<file path="src/rtl/mc_alu_pkg.sv">
// Shared opcode constants and controller state encoding for the mc_alu block.
package mc_alu_pkg;

  localparam logic [3:0] OP_ADD  = 4'b0000;
  localparam logic [3:0] OP_SUB  = 4'b0001;
  localparam logic [3:0] OP_MUL  = 4'b0010;
  localparam logic [3:0] OP_DIV  = 4'b0011;
  localparam logic [3:0] OP_AND  = 4'b0110;
  localparam logic [3:0] OP_OR   = 4'b0111;
  localparam logic [3:0] OP_ADDR = 4'b1000;

  typedef enum logic [1:0] {
    IDLE = 2'd0,
    RUN  = 2'd1,
    DONE = 2'd2
  } state_t;

endpackage

</file>
<file path="src/rtl/shift_muldiv.sv">
// Iterative unsigned shift-add multiplier / restoring divider, one bit per step.
// nxt_hi/nxt_lo expose the post-step values so the controller can capture the final step.
module shift_muldiv #(
  parameter int WIDTH = 16
) (
  input  logic             clk,
  input  logic             rst,
  input  logic             load,
  input  logic             step,
  input  logic             is_div,
  input  logic [WIDTH-1:0] a,
  input  logic [WIDTH-1:0] b,
  output logic             last,
  output logic [WIDTH-1:0] nxt_hi,
  output logic [WIDTH-1:0] nxt_lo
);

  localparam int CW = $clog2(WIDTH) + 1;

  logic [WIDTH-1:0] acc_r;
  logic [WIDTH-1:0] q_r;
  logic [WIDTH-1:0] m_r;
  logic             div_r;
  logic [CW-1:0]    cnt_r;
  logic [WIDTH:0]   sum_s;
  logic [WIDTH:0]   rem_s;
  logic [WIDTH:0]   diff_s;

  // Next partial product or remainder/quotient for one iteration step
  always_comb begin
    sum_s  = {1'b0, acc_r} + (q_r[0] ? {1'b0, m_r} : {(WIDTH+1){1'b0}});
    rem_s  = {acc_r, q_r[WIDTH-1]};
    diff_s = rem_s - {1'b0, m_r};
    last   = (cnt_r == CW'(WIDTH - 1));
    if (div_r) begin
      // a set top bit of the trial difference means the divisor did not fit: restore
      if (diff_s[WIDTH]) begin
        nxt_hi = rem_s[WIDTH-1:0];
        nxt_lo = {q_r[WIDTH-2:0], 1'b0};
      end else begin
        nxt_hi = diff_s[WIDTH-1:0];
        nxt_lo = {q_r[WIDTH-2:0], 1'b1};
      end
    end else begin
      nxt_hi = sum_s[WIDTH:1];
      nxt_lo = {sum_s[0], q_r[WIDTH-1:1]};
    end
  end

  // Operand capture on load, then one shift step per enabled cycle
  always_ff @(posedge clk or posedge rst) begin
    if (rst) begin
      acc_r <= '0;
      q_r   <= '0;
      m_r   <= '0;
      div_r <= 1'b0;
      cnt_r <= '0;
    end else if (load) begin
      acc_r <= '0;
      q_r   <= a;
      m_r   <= b;
      div_r <= is_div;
      cnt_r <= '0;
    end else if (step) begin
      acc_r <= nxt_hi;
      q_r   <= nxt_lo;
      cnt_r <= cnt_r + 1'b1;
    end
  end

endmodule

</file>
<file path="src/rtl/mc_alu.sv">
// Multi-cycle ALU: single-cycle logic/add/sub plus iterative MUL/DIV through shift_muldiv.
// All outputs are registered; results hold until the next done pulse.
module mc_alu
  import mc_alu_pkg::*;
#(
  parameter int WIDTH = 16
) (
  input  logic             clk,
  input  logic             rst,
  input  logic             start,
  input  logic [3:0]       control,
  input  logic [WIDTH-1:0] a,
  input  logic [WIDTH-1:0] b,
  output logic             busy,
  output logic             done,
  output logic [WIDTH-1:0] result,
  output logic [WIDTH-1:0] hi,
  output logic             dbz,
  output logic             illegal
);

  state_t           state_r;
  logic             accept_s;
  logic             iter_s;
  logic [WIDTH-1:0] single_res_s;
  logic [WIDTH-1:0] single_hi_s;
  logic             single_dbz_s;
  logic             single_ill_s;
  logic             md_last_s;
  logic [WIDTH-1:0] md_hi_s;
  logic [WIDTH-1:0] md_lo_s;

  // Request acceptance and single-cycle result decode
  always_comb begin
    accept_s     = start && (state_r != RUN);
    iter_s       = (control == OP_MUL) || ((control == OP_DIV) && (b != '0));
    single_res_s = '0;
    single_hi_s  = '0;
    single_dbz_s = 1'b0;
    single_ill_s = 1'b0;
    case (control)
      OP_AND:          single_res_s = a & b;
      OP_OR:           single_res_s = a | b;
      OP_ADD, OP_ADDR: single_res_s = a + b;
      OP_SUB:          single_res_s = a - b;
      OP_MUL:          single_res_s = '0;
      OP_DIV: begin
        // only reached without iteration when the divisor is zero
        single_res_s = '1;
        single_hi_s  = a;
        single_dbz_s = 1'b1;
      end
      default:         single_ill_s = 1'b1;
    endcase
  end

  shift_muldiv #(.WIDTH(WIDTH)) u_muldiv (
    .clk    (clk),
    .rst    (rst),
    .load   (accept_s && iter_s),
    .step   (state_r == RUN),
    .is_div (control == OP_DIV),
    .a      (a),
    .b      (b),
    .last   (md_last_s),
    .nxt_hi (md_hi_s),
    .nxt_lo (md_lo_s)
  );

  // Controller FSM with registered status and result outputs
  always_ff @(posedge clk or posedge rst) begin
    if (rst) begin
      state_r <= IDLE;
      busy    <= 1'b0;
      done    <= 1'b0;
      result  <= '0;
      hi      <= '0;
      dbz     <= 1'b0;
      illegal <= 1'b0;
    end else begin
      done <= 1'b0;
      case (state_r)
        IDLE, DONE: begin
          if (accept_s && iter_s) begin
            state_r <= RUN;
            busy    <= 1'b1;
            dbz     <= 1'b0;
            illegal <= 1'b0;
          end else if (accept_s) begin
            state_r <= DONE;
            done    <= 1'b1;
            result  <= single_res_s;
            hi      <= single_hi_s;
            dbz     <= single_dbz_s;
            illegal <= single_ill_s;
          end else begin
            state_r <= IDLE;
          end
        end
        RUN: begin
          if (md_last_s) begin
            state_r <= DONE;
            busy    <= 1'b0;
            done    <= 1'b1;
            result  <= md_lo_s;
            hi      <= md_hi_s;
          end else begin
            state_r <= RUN;
          end
        end
        default: begin
          state_r <= IDLE;
          busy    <= 1'b0;
        end
      endcase
    end
  end

endmodule
</file>
<file path="config.mk">
export PLATFORM = sky130hd
export DESIGN_NAME = mc_alu
export DESIGN_NICKNAME = d
export VERILOG_FILES = /design/src/rtl/mc_alu_pkg.sv /design/src/rtl/shift_muldiv.sv /design/src/rtl/mc_alu.sv
export SDC_FILE = /design/constraint.sdc
export NUM_CORES = 1
export LEC_CHECK = 0
export BUFFER_PORTS_ARGS = -buffer_cell sky130_fd_sc_hd__clkbuf_2
export CAP_MARGIN = 25
export CORE_MARGIN = 10
export CORE_UTILIZATION = 45
export CTS_CLUSTER_DIAMETER = 120
export DETAILED_ROUTE_END_ITERATION = 8
export PLACE_DENSITY_LB_ADDON = 0.2
export SLEW_MARGIN = 10
export SYNTH_ARGS = -nofsm -noshare
export SYNTH_HDL_FRONTEND = slang
export SYNTH_SLANG_ARGS = --single-unit
</file>
<file path="constraint.sdc">
create_clock -name clk -period 3.1 [get_ports clk]
set_clock_uncertainty 0.05 [all_clocks]
set_input_delay 0.155 -clock clk [delete_from_list [all_inputs] [get_ports clk]]
set_output_delay 0.155 -clock clk [all_outputs]
set_load 0.05 [all_outputs]
</file>
==> impl_metrics.env <==
export IMPL_grt_pass1_wl_um=37900
export IMPL_async_flop_share_pct=100
export IMPL_clockPowerShare_pct=15.5
export IMPL_dp_hpwl_um=18100
export IMPL_setup_viol=1
export IMPL_rr_endpoint="hi[15]$_DFFE_PP0P_"
export IMPL_holdCritStartpoint="a[0]"
export IMPL_die_w_um=149
export IMPL_max_slew_margin_pct=45.2
export IMPL_num_rows=47
export IMPL_final_common_cell="nand2_1"
export IMPL_drv_slew=0
export IMPL_cap_violations=0
export IMPL_rrSetupSlack_ns=-0.01
export IMPL_path_clk_slew_ns=0.07
export IMPL_synth_edf_count=0
export IMPL_worstSetupEndpointType="register"
export IMPL_leakage_uw=0.00430
export IMPL_netlist_area_sq_um=7480
export IMPL_grt_total_usage_pct=21.1
export IMPL_first_pass_iters=5
export IMPL_port_buffers=74
export IMPL_grt_max_degree=60
export IMPL_dr_first_iter_drc_count=630
export IMPL_ios=75
export IMPL_drive_above_1_share_pct=23.3
export IMPL_crit_required_ns=3.27
export IMPL_dieArea_sq_um=22200
export IMPL_status="finished with violations"
export IMPL_synth_area_leader_cell="dfrtp_1"
export IMPL_swShare_pct=45.3
export IMPL_remaining_drc_errors=0
export IMPL_holdPathStages=3
export IMPL_antenna_found_initial=0
export IMPL_mostFrequentLayoutCells="nand2_1 (103), a21oi_1 (95), nor2_1 (92)"
export IMPL_wl_um=24000
export IMPL_viasPerCell=5.78
export IMPL_rsz0062_at_grt="yes"
export IMPL_switchingPower_uw=3520
export IMPL_placed_area_sq_um=8640
export IMPL_critPathKind="register to register"
export IMPL_grt_pass1_vias=7206
export IMPL_via_count=7404
export IMPL_cp_start_kind="register"
export IMPL_p_int_uw=4250
export IMPL_critPathArrivalTime_ns=3.28
export IMPL_initial_core_util_pct=45.4
export IMPL_cts_buffer_depth=2
export IMPL_clock_sinks=91
export IMPL_ys_ff_latch=91
export IMPL_numCtsBuffers=9
export IMPL_synth_cells=918
export IMPL_fp_dieH_um=149
export IMPL_p_total_uw=7770
export IMPL_synth_ff_type="dfrtp_1"
export IMPL_max_freq_mhz=322
export IMPL_p_comb_share_pct=59.9
export IMPL_cts_tree="built"
export IMPL_synth_top_area_share_pct=30.4
export IMPL_synth_nets=1012
export IMPL_r2r_cells=11
export IMPL_route_antenna_remaining_nets=0
export IMPL_synth_yosys_seq_area_share_pct=30.4
export IMPL_htreeDepth=3
export IMPL_worst_pin_slew_ns=0.819
export IMPL_reg2reg_from="u_muldiv.m_r[0]$_DFFE_PP0P_"
export IMPL_wl_per_cell_um=18.7
export IMPL_period_share_pct=100
export IMPL_cp_max_fo=4
export IMPL_holdPathEnd="u_muldiv.q_r[0]$_DFFE_PP0P_"
export IMPL_coreArea_sq_um=16500
export IMPL_violations="negative setup slack"
export IMPL_power_frac_seq_pct=24.6
export IMPL_ys_types=79
export IMPL_fin_area_sq_um=9240
export IMPL_grt_overflow_total=0
export IMPL_n_antenna_cell=0
export IMPL_clk_latency_ns=0.35
export IMPL_place_congestion=0.923
export IMPL_nNetsFinal=1149
export IMPL_syn_to_final_growth_pct=23.5
export IMPL_ir_drop_uv=472
export IMPL_finalCriticalPeriod_ns=3.11
export IMPL_avgSynthCellArea_sq_um=8.15
export IMPL_min_path_type="input pin to register"
export IMPL_finalHoldViolCount=0
export IMPL_synth_area_leaders="dfrtp_1 (30%), ha_1 (8.7%), a21oi_1 (6.8%)"
export IMPL_setup_ws_ns=-0.0101
export IMPL_cts_root_buf="clkbuf_16"
export IMPL_p_per_area_nw_per_um2=841
export IMPL_yosysWarnings=0
[cells by family (layout without fill, tap and decap cells)]
logic type	count (synthesis)	after routing	synth area share, %
XOR/XNOR	42	42	4.92
multiplexers	27	27	3.71
AO/OA/AOI/OAI	316	317	27.1
adder cells (fa/ha/maj)	55	55	9.50
flip-flops	91	91	30.4
AND/OR/NAND/NOR	306	306	19.7
buffers and inverters	81	222	4.67
[cell type report]
| cell class | instances | area, sq um |
|---|---|---|
| clock buffers | 10 | 229 |
| fillers | 1542 | 7230 |
| multi-input cells | 747 | 5090 |
| well taps | 220 | 275 |
| repair buffers | 170 | 1140 |
| inverters | 36 | 138 |
| clock inverters | 6 | 90.1 |
| flip-flops and latches | 91 | 2280 |
[critical path, stage by stage (launching register included)]
cell,delay (ns)
dfrtp_1,0.42
and2_1,0.17
ha_2,0.20
fa_2,0.35
a211o_1,0.32
a21oi_4,0.18
a21oi_2,0.11
o41ai_4,0.36
nor2_1,0.12
or4_1,0.41
o211ai_1,0.18
a31oi_1,0.12
[routing by layer]
layer / track usage (%) / routed length [um] / up-vias
met5: 0 / 0 / -
met4: 5.50 / 356 / 0
met3: 4.40 / 1560 / 34
met2: 33.6 / 11100 / 258
met1: 28.5 / 11000 / 3507
li1: - / - / 3605
[cells in the mapped netlist, types with 4 or more instances]
cell type / n
o22a_1: 5
o21ai_0: 65
clkbuf_1: 26
nand3_1: 8
o22ai_1: 7
nand2_1: 103
a211oi_1: 12
and2_1: 16
a31oi_1: 16
o211ai_1: 5
o31ai_1: 9
ha_1: 52
and3_1: 6
inv_1: 35
nand4_1: 4
or3_1: 6
a211o_1: 5
a21o_1: 23
a221oi_1: 4
nor3_1: 17
a22oi_1: 10
nor2b_1: 6
or4_1: 5
nor2_1: 92
buf_2: 11
mux2_2: 6
o31a_1: 5
xor2_1: 16
dfrtp_1: 91
mux2i_1: 21
a21oi_1: 101
buf_1: 4
xnor2_1: 26
nand2b_1: 19
o21a_1: 11
[how the worst max path moves through the flow]
| stage | from | end | slack (ns) |
|---|---|---|---|
| finish | u_muldiv.m_r[0]$_DFFE_PP0P_ | hi[15]$_DFFE_PP0P_ | -0.01 |
| CTS | u_muldiv.q_r[0]$_DFFE_PP0P_ | hi[15]$_DFFE_PP0P_ | 0.00004 |
| global route | u_muldiv.m_r[0]$_DFFE_PP0P_ | hi[15]$_DFFE_PP0P_ | -0.12 |
| floorplan | control[2] | result[15]$_DFFE_PP0P_ | -0.05 |
| detailed placement | u_muldiv.q_r[15]$_DFFE_PP0P_ | hi[2]$_DFFE_PP0P_ | -0.31 |
| global placement | u_muldiv.q_r[15]$_DFFE_PP0P_ | hi[2]$_DFFE_PP0P_ | -0.23 |
[metrics by stage]
step           util (%)  instances  setup TNS, ns  hold slack, ns  worst slack [ns]
2_1_floorplan         -        918        -0.0482           0.222           -0.0482
3_3_place_gp       52.4       1254          -3.74           0.203            -0.226
3_5_place_dp       52.4       1254          -5.04           0.209            -0.309
4_1_cts            54.7       1271              0          0.0348         0.0000391
5_1_grt            56.1       1280         -0.925          0.0543            -0.122
6_report           56.1       1280        -0.0101          0.0462           -0.0101
[registers in the layout, summed over array words and instances (netlist names)]
name / cells
hi: 16
result: 16
u_muldiv.acc_r: 16
u_muldiv.m_r: 16
u_muldiv.q_r: 16
u_muldiv.cnt_r: 5
busy: 1
dbz: 1
done: 1
illegal: 1
state_r: 1
u_muldiv.div_r: 1
[power groups by stage]
stage	sequential, uW	combinational [uW]	clock, uW
5_1_grt	1960	5070	1270
2_1_floorplan	2270	2570	0
3_5_place_dp	1910	4130	0
6_report	1910	4650	1210
3_3_place_gp	1910	4090	0
4_1_cts	1900	4230	1230
[repair_timing]
| item | 4_1_cts | 5_1_grt |
|---|---|---|
| cloned | 0 | 1 |
| resized for setup | 9 | 34 |
| pin swaps | 8 | 26 |
| setup buffers | 0 | 8 |
| hold buffers | 1 | 0 |
| setup endpoints to repair | 34 | 34 |
| endpoints found under the hold margin | 43 | 0 |
No activity file was read; power rests on OpenSTA's default activity.
